`src/rtl/fifo_rd_pack.sv`:
```
// fifo_rd_pack: read-side consumer of the async FIFO. Pops show-ahead entries,
// packs PACK of them little-endian into one wide valid/ready beat, and emits a
// partial beat with a lane-keep mask on flush.
module fifo_rd_pack #(
    parameter int DSIZE = 8,
    parameter int PACK  = 4,
    parameter int CSIZE = 16
) (
    input  logic                    rclk,
    input  logic                    rrst,
    input  logic                    rempty,
    input  logic [DSIZE-1:0]        rdata,
    output logic                    rinc,
    input  logic                    flush,
    output logic                    out_valid,
    input  logic                    out_ready,
    output logic [DSIZE*PACK-1:0]   out_data,
    output logic [PACK-1:0]         out_keep,
    output logic                    out_last,
    output logic [CSIZE-1:0]        beat_cnt
);

    localparam int IW = $clog2(PACK);
    localparam logic [IW-1:0] IDX_LAST = IW'(PACK - 1);

    typedef enum logic {
        S_FILL,
        S_FLUSH
    } state_t;

    state_t                  state, state_n;
    logic [DSIZE*PACK-1:0]   acc, acc_n;
    logic [IW-1:0]           idx, idx_n;
    logic                    slot_free;
    logic                    load;
    logic [DSIZE*PACK-1:0]   load_data;
    logic [PACK-1:0]         load_keep;
    logic                    load_last;
    logic [DSIZE*PACK-1:0]   pop_word;
    logic [PACK-1:0]         part_keep;
    int unsigned             idx_u;

    assign slot_free = !out_valid || out_ready;

    // The last lane may only be popped when the completed word has somewhere to go.
    assign rinc = !rrst && !rempty && (state == S_FILL) && ((idx != IDX_LAST) || slot_free);

    // Next-state, accumulator update and output-register load selection.
    always_comb begin
        state_n   = state;
        acc_n     = acc;
        idx_n     = idx;
        load      = 1'b0;
        load_data = '0;
        load_keep = '0;
        load_last = 1'b0;
        idx_u     = 32'(idx);
        part_keep = '0;
        for (int unsigned k = 0; k < PACK; k++) begin
            part_keep[k] = (k < idx_u);
        end
        pop_word = acc;
        pop_word[idx*DSIZE +: DSIZE] = rdata;

        case (state)
            S_FILL: begin
                if (rinc) begin
                    if (idx == IDX_LAST) begin
                        load      = 1'b1;
                        load_data = pop_word;
                        load_keep = '1;
                        acc_n     = '0;
                        idx_n     = '0;
                    end else begin
                        acc_n = pop_word;
                        idx_n = idx + IW'(1);
                    end
                end
                if (flush) begin
                    state_n = S_FLUSH;
                end
            end
            S_FLUSH: begin
                if (idx == '0) begin
                    state_n = S_FILL;
                end else if (slot_free) begin
                    load      = 1'b1;
                    load_data = acc;
                    load_keep = part_keep;
                    load_last = 1'b1;
                    acc_n     = '0;
                    idx_n     = '0;
                    state_n   = S_FILL;
                end
            end
            default: state_n = S_FILL;
        endcase
    end

    // State, accumulator and lane index registers.
    always_ff @(posedge rclk) begin
        if (rrst) begin
            state <= S_FILL;
            acc   <= '0;
            idx   <= '0;
        end else begin
            state <= state_n;
            acc   <= acc_n;
            idx   <= idx_n;
        end
    end

    // Output beat register and accepted-beat counter.
    always_ff @(posedge rclk) begin
        if (rrst) begin
            out_valid <= 1'b0;
            out_data  <= '0;
            out_keep  <= '0;
            out_last  <= 1'b0;
            beat_cnt  <= '0;
        end else begin
            if (out_valid && out_ready) begin
                beat_cnt <= beat_cnt + CSIZE'(1);
            end
            if (load) begin
                out_valid <= 1'b1;
                out_data  <= load_data;
                out_keep  <= load_keep;
                out_last  <= load_last;
            end else if (out_valid && out_ready) begin
                out_valid <= 1'b0;
            end
        end
    end

endmodule

```
`config.mk`:
```
export PLATFORM = sky130hd
export DESIGN_NAME = fifo_rd_pack
export DESIGN_NICKNAME = d
export VERILOG_FILES = /design/src/rtl/fifo_rd_pack.sv
export SDC_FILE = /design/constraint.sdc
export NUM_CORES = 1
export LEC_CHECK = 0
export ABC_AREA = 1
export BUFFER_PORTS_ARGS = -buffer_cell sky130_fd_sc_hd__buf_2
export CORE_MARGIN = 4
export CORE_UTILIZATION = 51
export CTS_CLUSTER_SIZE = 8
export DETAILED_ROUTE_END_ITERATION = 10
export MAX_ROUTING_LAYER = met4
export PLACE_DENSITY = 0.76
export SLEW_MARGIN = 20
export SYNTH_ARGS = -nofsm -noshare
export SYNTH_HDL_FRONTEND = slang
export SYNTH_SLANG_ARGS = --single-unit
export TNS_END_PERCENT = 20
```
`constraint.sdc`:
```
create_clock -name rclk -period 1.65 [get_ports rclk]
set_input_delay 0.33 -clock rclk [delete_from_list [all_inputs] [get_ports rclk]]
set_output_delay 0.33 -clock rclk [all_outputs]
set_load 0.02 [all_outputs]
```
# Yosys cells after proc, flatten, opt, wreduce, memory -nomap -nowiden
# Index checks and enable logic that the tools add are counted.
dict set report word_totals {
  input_bits 13
  wordCells 67
  output_inout_bits 55
  register_bits 89
}
dict set report classes {
  n_addsub 3
  shifts 2
  mux 33
  magnitude_cmp 3
  bitwise_logic 1
  n_reduce_logical 12
  n_eq_ne 5
}
# cell n
set op_table {}
lappend op_table {{32-bit 2-to-1 mux} 8}
lappend op_table {{32-bit one-hot mux with 2 select lines} 2}
lappend op_table {{5-bit negation with 34-bit output} 1}
lappend op_table {{8-bit by 34-bit variable shift with 32-bit output, first input constant} 1}
lappend op_table {{8-bit by 34-bit variable part select with 32-bit output} 1}
lappend op_table {{32-bit bitwise mux} 1}
lappend op_table {{16-bit by 1-bit adder with 16-bit output, second input constant} 1}
lappend op_table {{1-bit 2-to-1 mux} 10}
lappend op_table {{2-bit 2-to-1 mux} 4}
lappend op_table {{4-bit 2-to-1 mux} 2}
lappend op_table {{4-bit one-hot mux with 2 select lines} 1}
lappend op_table {{3-bit 2-to-1 mux} 2}
lappend op_table {{2-bit inequality test, second input constant} 3}
lappend op_table {{1-bit logical AND} 4}
lappend op_table {{1-bit by 2-bit less-than comparator with 1-bit output, first input constant} 2}
lappend op_table {{1-bit one-hot mux with 2 select lines} 2}
lappend op_table {{2-bit one-hot mux with 2 select lines} 1}
lappend op_table {{1-bit logical NOT} 3}
lappend op_table {{3-bit AND reduction} 1}
lappend op_table {{2-bit by 1-bit adder with 2-bit output, second input constant} 1}
lappend op_table {{2-bit equality test, second input constant} 1}
lappend op_table {{2-bit logical NOT} 1}
lappend op_table {{1-bit logical OR} 2}
lappend op_table {{2-bit less-than comparator, first input constant} 1}
lappend op_table {{3 further kinds} 3}

# Depth between registers and ports, before layout
# Gate-level depths: netlist (run 1).
dict set report depth {
  word_depth 7
  ltp_mapped 11
  depth_no_buf 11
}

# Worst setup path before layout (run 1)
# Ideal clock, no wire load.
dict set report synth_timing {
  path_type {register -> register}
  start {reg idx[0]}
  end {reg out_data[15]}
  synth_period_minus_slack_ns 1.781
  arrival_time_ns 1.724
  setup_slack_ns -0.131
  setup_time_ns 0.057
  t_required_ns 1.593
  path_stages_with_launch 12
  cell_sequence {dfxtp_1 -> inv_1 -> ha_1 -> inv_2 -> nand2_1 -> nor2_4 -> inv_1 -> nor2_1 -> nand2_1 -> nand3_1 -> nand2_1 -> inv_1}
}
dict set report synth_between {
  elab_chain_len 6
}
# element line
set synth_lines {}
lappend synth_lines {{start, declared} 33} ;# logic [IW-1:0] idx, idx_n;
lappend synth_lines {{start signal, assigned} 109} ;# idx <= idx_n;
lappend synth_lines {{5-bit negation with 34-bit output} 63} ;# pop_word[idx*DSIZE +: DSIZE] = rdata;
lappend synth_lines {{8-bit by 34-bit variable part select with 32-bit output / 8-bit by 34-bit variable shift with 32-bit output (equally long branches)} 63}
lappend synth_lines {{32-bit bitwise mux} 63}
lappend synth_lines {{32-bit 2-to-1 mux} 68} ;# if (idx == IDX_LAST) begin
lappend synth_lines {{32-bit 2-to-1 mux} 67} ;# if (rinc) begin
lappend synth_lines {{32-bit one-hot mux with 2 select lines} 65} ;# case (state)
lappend synth_lines {{end signal, assigned} 127} ;# out_data <= load_data;
lappend synth_lines {{end, declared} 17} ;# output logic [DSIZE*PACK-1:0] out_data,
# Parallel ways exist; a longest one is shown, timed or not.
# A chain may end at the register's enable or synchronous reset.

# Worst setup path in the final report (run 1)
dict set report layout_timing {
  start {reg idx[0]}
  end {out rinc}
}
dict set report layout_between {
  elab_chain_len 3
}
# element line
set layout_lines {}
lappend layout_lines {{2-bit inequality test} 46} ;# assign rinc = !rrst && !rempty && (state == S_FILL) && ((idx != IDX_LAST) || slot_free);
lappend layout_lines {{1-bit logical OR} 46}
lappend layout_lines {{1-bit logical AND} 46}
lappend layout_lines {{end, declared} 13} ;# output logic rinc,
# No other way between the ends.

==> results of run 1 <==
==> final timing paths <==
path / startpoint / to
worst max-delay path: idx[0] / rinc
worst min-delay path: flush / state
worst max register to register: idx[1] / acc[16]
worst min register to register: acc[20] / acc[20]
==> state kept, by name (all words and copies together) (netlist names) <==
register,flops
beat_cnt,16
acc,32
out_keep,4
out_valid,1
idx,2
out_last,1
state,1
out_data,32
==> critical path, delay by kind of cell, from the launching register on <==
kind | cells | cell delay, ns
DFF | 1 | 0.34
buffers and inverters | 2 | 0.33
AOI/OAI and AO/OA | 1 | 0.29
adders and majority gates | 1 | 0.22
==> synth_stat cells (2+ instances only) <==
cell / count / area (um^2)
a21oi_1: 48 / 240
buf_2: 12 / 60.1
buf_4: 5 / 37.5
clkbuf_1: 12 / 45.0
dfxtp_1: 89 / 1780
ha_1: 7 / 87.6
inv_1: 61 / 229
inv_2: 6 / 22.5
nand2_1: 225 / 845
nand2_4: 2 / 22.5
nand3_1: 60 / 300
nand4_1: 9 / 56.3
nor2_1: 95 / 357
nor2_2: 3 / 18.8
nor2_4: 3 / 33.8
nor3_1: 2 / 10.0
o21a_1: 2 / 15.0
o21ai_0: 40 / 200
o21ai_1: 3 / 15.0
==> kinds of logic (layout without fill, tap and decap cells) <==
kind of cell / Yosys count / in the layout
AO/OA/AOI/OAI: 96 / 96
XOR/XNOR: 1 / 1
adder cells (fa/ha/maj): 7 / 7
buffers and inverters: 98 / 185
flip-flops: 89 / 89
AND/OR/NAND/NOR: 401 / 402
==> layout by cell type, fill, tap and decap left out, types with 2 or more instances in the layout <==
cell type  count
nand2_1      221
nor2_1        90
dfxtp_1       87
buf_2         67
nand3_1       60
inv_1         56
a21oi_1       48
o21ai_0       29
buf_4         25
inv_2         11
o21ai_1       10
clkbuf_8      10
nand4_1        9
nor2_4         6
nor2_2         6
nand2_2        5
o21ai_2        4
buf_12         4
buf_6          4
ha_4           3
ha_1           3
nand2_4        2
nor3_1         2
o21a_1         2
clkbuf_1       2
bufinv_16      2
dfxtp_2        2
==> repair_timing <==
item,CTS,global route
setup endpoints to repair,64,72
gates cloned,0,1
hold buffers,0,0
buffers inserted,0,1
pin swaps,3,2
resized for setup,13,35
==> power groups by stage <==
stage | combinational (uW) | sequential (uW) | clock, uW
after floorplan | 222 | 2230 | 0
after global placement | 354 | 2220 | 0
after detailed placement | 362 | 2220 | 0
after CTS | 369 | 2170 | 1690
after global routing | 457 | 2180 | 1790
final | 419 | 2170 | 1670
==> final cells by class <==
| cell class | instances | share of cell area (%) |
|---|---|---|
| Clock buffer | 12 | 2.68 |
| Clock inverter | 4 | 1.41 |
| Inverter | 68 | 4.95 |
| Multi-Input combinational cell | 506 | 43.3 |
| Sequential cell | 89 | 33.0 |
| Tap cell | 105 | 2.43 |
| Timing Repair Buffer | 101 | 12.3 |
==> routing by layer <==
metal	GRT usage, %	vias up	part of all wire [%]
met4	6.95	0	1.5
met5	-	-	0
li1	-	2349	-
met1	33.5	2156	46
met3	4.61	17	5.5
met2	36.6	136	46
==> per-stage QoR <==
stage | std cells | total power (uW) | setup WS, ns | cell area, um^2 | util, %
after CTS | 883 | 4240 | -0.120 | 5280 | 63.3
after detailed placement | 867 | 2590 | -0.173 | 5040 | 60.4
after global placement | 867 | 2580 | -0.0829 | 5040 | 60.4
after floorplan | 692 | 2450 | 0.0507 | 4440 | -
after global routing | 885 | 4420 | -0.262 | 5410 | 64.9
final | 885 | 4260 | -0.216 | 5410 | 64.9
==> results by group, run 1 <==
GRT
  – First-pass GRT wire length: 19700 um
  – GRT Resource Usage Total: 24.4%
  – Final global-route overflow total: 0
  – Vias in the first global route: 4233
  – Initial antenna violation count: 0
  – Largest net degree at the start of global routing: 66

Timing
  – Number of setup violations in the final report: 18
  – Min Hold Slack: 0.244 ns
  – Slew @ Worst Pin: 0.837 ns
  – Tmin final: 1.87 ns
  – Fin worst setup slack: -0.216 ns
  – Fin Setup TNS: -1.79 ns
  – RSZ-0062 raised after global routing: yes
  – Clock skew: 0.00589 ns
  – Tcrit/Tclk final: 113%
  – Max Freq: 536 MHz
  – Final slew viol count: 0
  – Rel. slew slack: 44.2%
  – Final hold vios: 0

Synthesis
  – Yosys Warn Count: 0
  – Net Count, Synth: 712
  – Seq/Total Area, Yosys: 40.1%
  – FFs w/ async S/R, synth: 0%
  – Main combinational cell family by area after synthesis: simple AND/OR/NAND/NOR gates
  – Mapped Cells: 692
  – Synth Area in Simple Gates: 37.3%
  – Number of synthesized register bits: 89
  – Mux contribution to synthesized area: 0%
  – Unique masters post-synth: 27
  – Primary FF master, synth: dfxtp_1
  – Synth Area in Adders: 1.97%
  – XOR/XNOR share of the synthesized area: 0.197%
  – Complex-gate fraction of the synthesized area: 11.1%
  – Synth Area per Inst: 6.42 um^2
  – Post-synth EDFFs: 0
  – Netlist Area Pre-Place: 4440 um^2

Final layout
  – FF/Latch Area: 1780 um^2
  – Share of cells above drive strength 1: 20.1%
  – Area of the multi-input gates: 2340 um^2
  – Layout Nets: 795
  – Fill cells: 762
  – N_diodes: 0
  – Area delta synth->final: 21.9%

Power
  – Leakage: 0.00240 uW
  – PwrDens: 788 nW/um^2
  – Maximum vdd ir drop: 571 uV
  – Sequential Power Share: 51.0%
  – Switching pwr: 1060 uW
  – Gate power share: 9.8%
  – Switching Fraction: 24.9%
  – Clock power share: 39.2%
  – Int Pwr: 3200 uW

Route
  – DRT antenna net count: 0
  – DR vias: 4658
  – 1st-iter DRT viols: 268
  – Drt pass-1 iters: 5
  – # DRC: 0
  – Wire length per cell: 13.7 um
  – Avg Vias per Cell: 5.26
  – Final WL: 12200 um

Floorplanning
  – Die W: 101 um
  – Initial Utilization: 53.2%
  – Die H: 101 um
  – IO Pins: 68
  – Die footprint: 10300 um^2
  – Row cnt: 33
  – Core ar.: 8340 um^2

Worst setup path
  – CP max-delay cell: dfxtp_2
  – FF-to-FF setup slack: -0.11 ns
  – WP data required: 1.32 ns
  – Critical Path Sink Type: output port
  – R2R cell count: 8
  – Biggest cell delay along the critical path: 0.34 ns
  – Critical path, cell by cell: ha_2 -> a21oi_2 -> buf_4 -> buf_2
  – Crit Path Max Fanout: 5
  – Worst Setup Path Type: reg -> out
  – Worst Path Arrival: 1.54 ns
  – Critical Path Source Type: register

Run status
  – Failing checks: setup timing
  – Status: finished with violations

Place
  – Port Buffer Count: 67
  – RePlAce Congestion: 0.977
  – DP Wirelength: 8370 um

CTS
  – TritonCTS Sinks: 89
  – Htree depth: 3
  – Clk_lat worst skew: 0.36 ns
  – CTS tree: yes
  – Worst-path clk slew: 0.08 ns
  – CTS buffer count: 9
  – CTS root buffer: clkbuf_8
  – Clock buffer depth: 2

Min path
  – Hold Crit Class: in -> reg
  – Hold Path Stages: 3

Job
  – Max_cap viols: 0
No activity file was read; power rests on OpenSTA's default activity.
==> run 2: changes to the inputs <==
- ABC_AREA: 1 -> default
- CAP_MARGIN: default -> 15
==> run 2 against run 1 <==
  * The flow still finishes with violations (setup timing)
  * Die area is 7.8% lower
  * Hold slack improved by 0.040 ns
  * Clock skew increased by 0.00063 ns
  * Final cell count is 21% lower
  * Cell area grew 5.7%
  * Clock power decreased by 11%
  * Setup slack worse by 0.039 ns
==> results by group, run 2 <==
Route
  – DRT antenna net count: 0 (unchanged)
  – # DRC: 0 (unchanged)
  – 1st-iter DRT viols: 406 (was 268)
  – Post-route met1 wirelength: 5530 um (was 5660 um)
  – Wire length per cell: 19.7 um (was 13.7 um)
  – Routed length on met3: 1140 um (was 672 um)
  – Final WL: 13700 um (was 12200 um)
  – Avg Vias per Cell: 6.32 (was 5.26)
  – Max layer used: met4 (unchanged)
  – Drt pass-1 iters: 5 (unchanged)
  – WL met2: 6540 um (was 5660 um)
  – DR vias: 4405 (was 4658)

CTS
  – Htree depth: 3 (unchanged)
  – CTS buffer count: 9 (unchanged)
  – CTS root buffer: clkbuf_8 (unchanged)
  – Worst-path clk slew: 0.09 ns (was 0.08 ns)
  – Hold_buf cts: 0 (unchanged)
  – Clock buffer depth: 2 (unchanged)
  – CTS tree: yes (unchanged)
  – TritonCTS Sinks: 89 (unchanged)
  – Clk_lat worst skew: 0.38 ns (was 0.36 ns)

Final layout
  – Layout Nets: 610 (was 795)
  – N_diodes: 0 (unchanged)
  – Fin util: 74.0% (was 64.9%)
  – Share of cells above drive strength 1: 39.7% (was 20.1%)
  – Area delta synth->final: 40.8% (was 21.9%)
  – Most common cell after layout, fill and taps aside: dfxtp_1 (was nand2_1)
  – Biggest regs: acc (32), out_data (32), beat_cnt (16) (unchanged)
  – Design area: 5720 um^2 (was 5410 um^2)
  – Most frequent cells in the layout: dfxtp_1 (85), buf_2 (67), buf_4 (56) (was nand2_1 (221), nor2_1 (90), dfxtp_1 (87))

Worst setup path
  – Worst Path Arrival: 2.18 ns (was 1.54 ns)
  – Worst Setup Path Type: reg -> reg (was reg -> out)
  – Critical Path Source Type: register (unchanged)
  – Critical Path Sink Type: register (was output port)
  – Crit Path Max Fanout: 8 (was 5)
  – WP data required: 1.93 ns (was 1.32 ns)

Timing
  – RSZ-0062 raised after global routing: yes (unchanged)
  – Slew @ Worst Pin: 0.481 ns (was 0.837 ns)
  – Clock skew: 0.00653 ns (was 0.00589 ns)
  – Tcrit/Tclk final: 115% (was 113%)
  – Rel. slew slack: 67.8% (was 44.2%)
  – Number of setup violations in the final report: 68 (was 18)
  – Tmin final: 1.91 ns (was 1.87 ns)
  – Fin worst setup slack: -0.255 ns (was -0.216 ns)
  – Final slew viol count: 0 (unchanged)
  – Max Freq: 525 MHz (was 536 MHz)
  – Final hold vios: 0 (unchanged)

Synthesis
  – Share of the synthesized area in the top cell type: 43.8% (was 40.1%)
  – Mux contribution to synthesized area: 0.246% (was 0%)
  – Cell taking the most area after synthesis: dfxtp_1 (unchanged)
  – Netlist Area Pre-Place: 4060 um^2 (was 4440 um^2)
  – XOR/XNOR share of the synthesized area: 2.37% (was 0.197%)
  – Complex-gate fraction of the synthesized area: 27.9% (was 11.1%)
  – Number of synthesized register bits: 89 (unchanged)
  – Synth Area in Adders: 2.16% (was 1.97%)
  – FFs w/ async S/R, synth: 0% (unchanged)
  – Net Count, Synth: 487 (was 712)
  – Post-synth EDFFs: 0 (unchanged)
  – Synth Area per Inst: 8.70 um^2 (was 6.42 um^2)
  – Unique masters post-synth: 54 (was 27)
  – Commonest cells in the netlist: dfxtp_1 (89), nand2_1 (49), nor2_1 (48), a22oi_1 (45), a21oi_1 (23) (was nand2_1 (225), nor2_1 (95), dfxtp_1 (89), inv_1 (61), nand3_1 (60))
  – Synth top area cells: dfxtp_1 (44%), a22oi_1 (8.3%), nand2_1 (4.5%) (was dfxtp_1 (40%), nand2_1 (19%), nor2_1 (8.0%))
  – Seq/Total Area, Yosys: 43.8% (was 40.1%)
  – Top-count cell post-synth: dfxtp_1 (was nand2_1)
  – Mapped Cells: 467 (was 692)
  – Primary FF master, synth: dfxtp_1 (unchanged)
  – Synth Area in Simple Gates: 18.0% (was 37.3%)
  – Main combinational cell family by area after synthesis: compound AO/OA/AOI/OAI gates (was simple AND/OR/NAND/NOR gates)
  – Yosys Warn Count: 0 (unchanged)

GRT
  – Vias in the first global route: 4185 (was 4233)
  – Final global-route overflow total: 0 (unchanged)
  – GRT Resource Usage Total: 27.6% (was 24.4%)
  – Largest net degree at the start of global routing: 28 (was 66)
  – Initial antenna violation count: 0 (unchanged)
  – First-pass GRT wire length: 20700 um (was 19700 um)

Floorplanning
  – Die H: 97.3 um (was 101 um)
  – Row cnt: 32 (was 33)
  – Initial Utilization: 52.6% (was 53.2%)
  – Core ar.: 7730 um^2 (was 8340 um^2)
  – Die footprint: 9460 um^2 (was 10300 um^2)
  – Die W: 97.3 um (was 101 um)
  – IO Pins: 68 (unchanged)

Place
  – RePlAce Congestion: 0.879 (was 0.977)
  – Port Buffer Count: 67 (unchanged)
  – DP Wirelength: 8050 um (was 8370 um)
  – Placement Cell Area: 4900 um^2 (was 5040 um^2)

Run status
  – Status: finished with violations (unchanged)
  – Failing checks: setup timing (unchanged)

Power
  – PwrDens: 762 nW/um^2 (was 788 nW/um^2)
  – Overall Power: 4360 uW (was 4260 uW)
  – Leakage: 0.00239 uW (was 0.00240 uW)
  – Maximum vdd ir drop: 547 uV (was 571 uV)

Min path
  – Hold Crit Class: in -> reg (unchanged)

Job
  – Max_cap viols: 0 (unchanged)
[run 2: cell count changes in the layout (fill, tap and decap cells not counted), sizes merged, moves of 43 or more]
cell and change:
a22oi +45, buf +43, inv -49, nand2 -179, nand3 -53, nor2 -53
[run 2: critical path, stage by stage, from the launching register on]
cell	delay, ns
dfxtp_2	0.35
inv_2	0.05
buf_6	0.13
ha_4	0.26
nor4bb_2	0.25
buf_4	0.23
a22o_1	0.22
o21ai_2	0.06
a22oi_1	0.25
[run 2: metal layers]
| layer | track usage (%) | vias to the layer above |
|---|---|---|
| li1 | - | 1956 |
| met5 | - | - |
| met2 | 43.0 | 256 |
| met3 | 5.38 | 69 |
| met1 | 34.3 | 2124 |
| met4 | 13.4 | 0 |
[run 2: what timing repair did]
action,CTS,global route
gates resized for setup,60,42
setup endpoints to repair,67,73
buffers inserted,14,4
pin swaps,32,28
cloned,1,2
[run 2: worst paths after layout]
path                              startpoint            to  slack, ns  cells past startpoint
worst max-delay path                  idx[1]  out_data[26]      -0.26                      8
worst min-delay path                rdata[6]       acc[22]       0.28                      2
worst max register to register        idx[1]  out_data[26]      -0.26                      8
worst min register to register  out_data[14]  out_data[14]       0.47                      2
[run 2: through the flow]
stage | TNS, ns | hold slack [ns] | cells | setup slack [ns]
2_1_floorplan | -0.0964 | 0.426 | 467 | -0.0572
3_3_place_gp | -11.76 | 0.440 | 660 | -0.499
3_5_place_dp | -11.25 | 0.445 | 660 | -0.370
4_1_cts | -1.54 | 0.280 | 691 | -0.142
5_1_grt | -10.78 | 0.300 | 697 | -0.355
6_report | -6.63 | 0.284 | 697 | -0.255
[run 2: cell type report]
class / instances / area (um^2)
clock inverter: 5 / 37.5
sequential: 89 / 1790
clock buffer: 11 / 153
inverter: 20 / 86.3
fill: 504 / 2010
multi-input combinational: 324 / 2440
tap: 102 / 128
timing repair buffer: 146 / 1090
[run 2: report_power, final]
| group | total (uW) | internal, uW | switching [uW] |
|---|---|---|---|
| clock | 1490 | 648 | 847 |
| combinational | 652 | 271 | 381 |
| sequential | 2220 | 2190 | 27.0 |
| total | 4360 | 3110 | 1250 |
[run 2: logic make-up (layout without fill, tap and decap cells)]
family,after synthesis,count (layout)
fa+ha+maj,7,7
xor+xnor,11,11
simple gates,150,150
mux,1,1
flops,89,89
buf+inv,54,182
compound gates,155,155
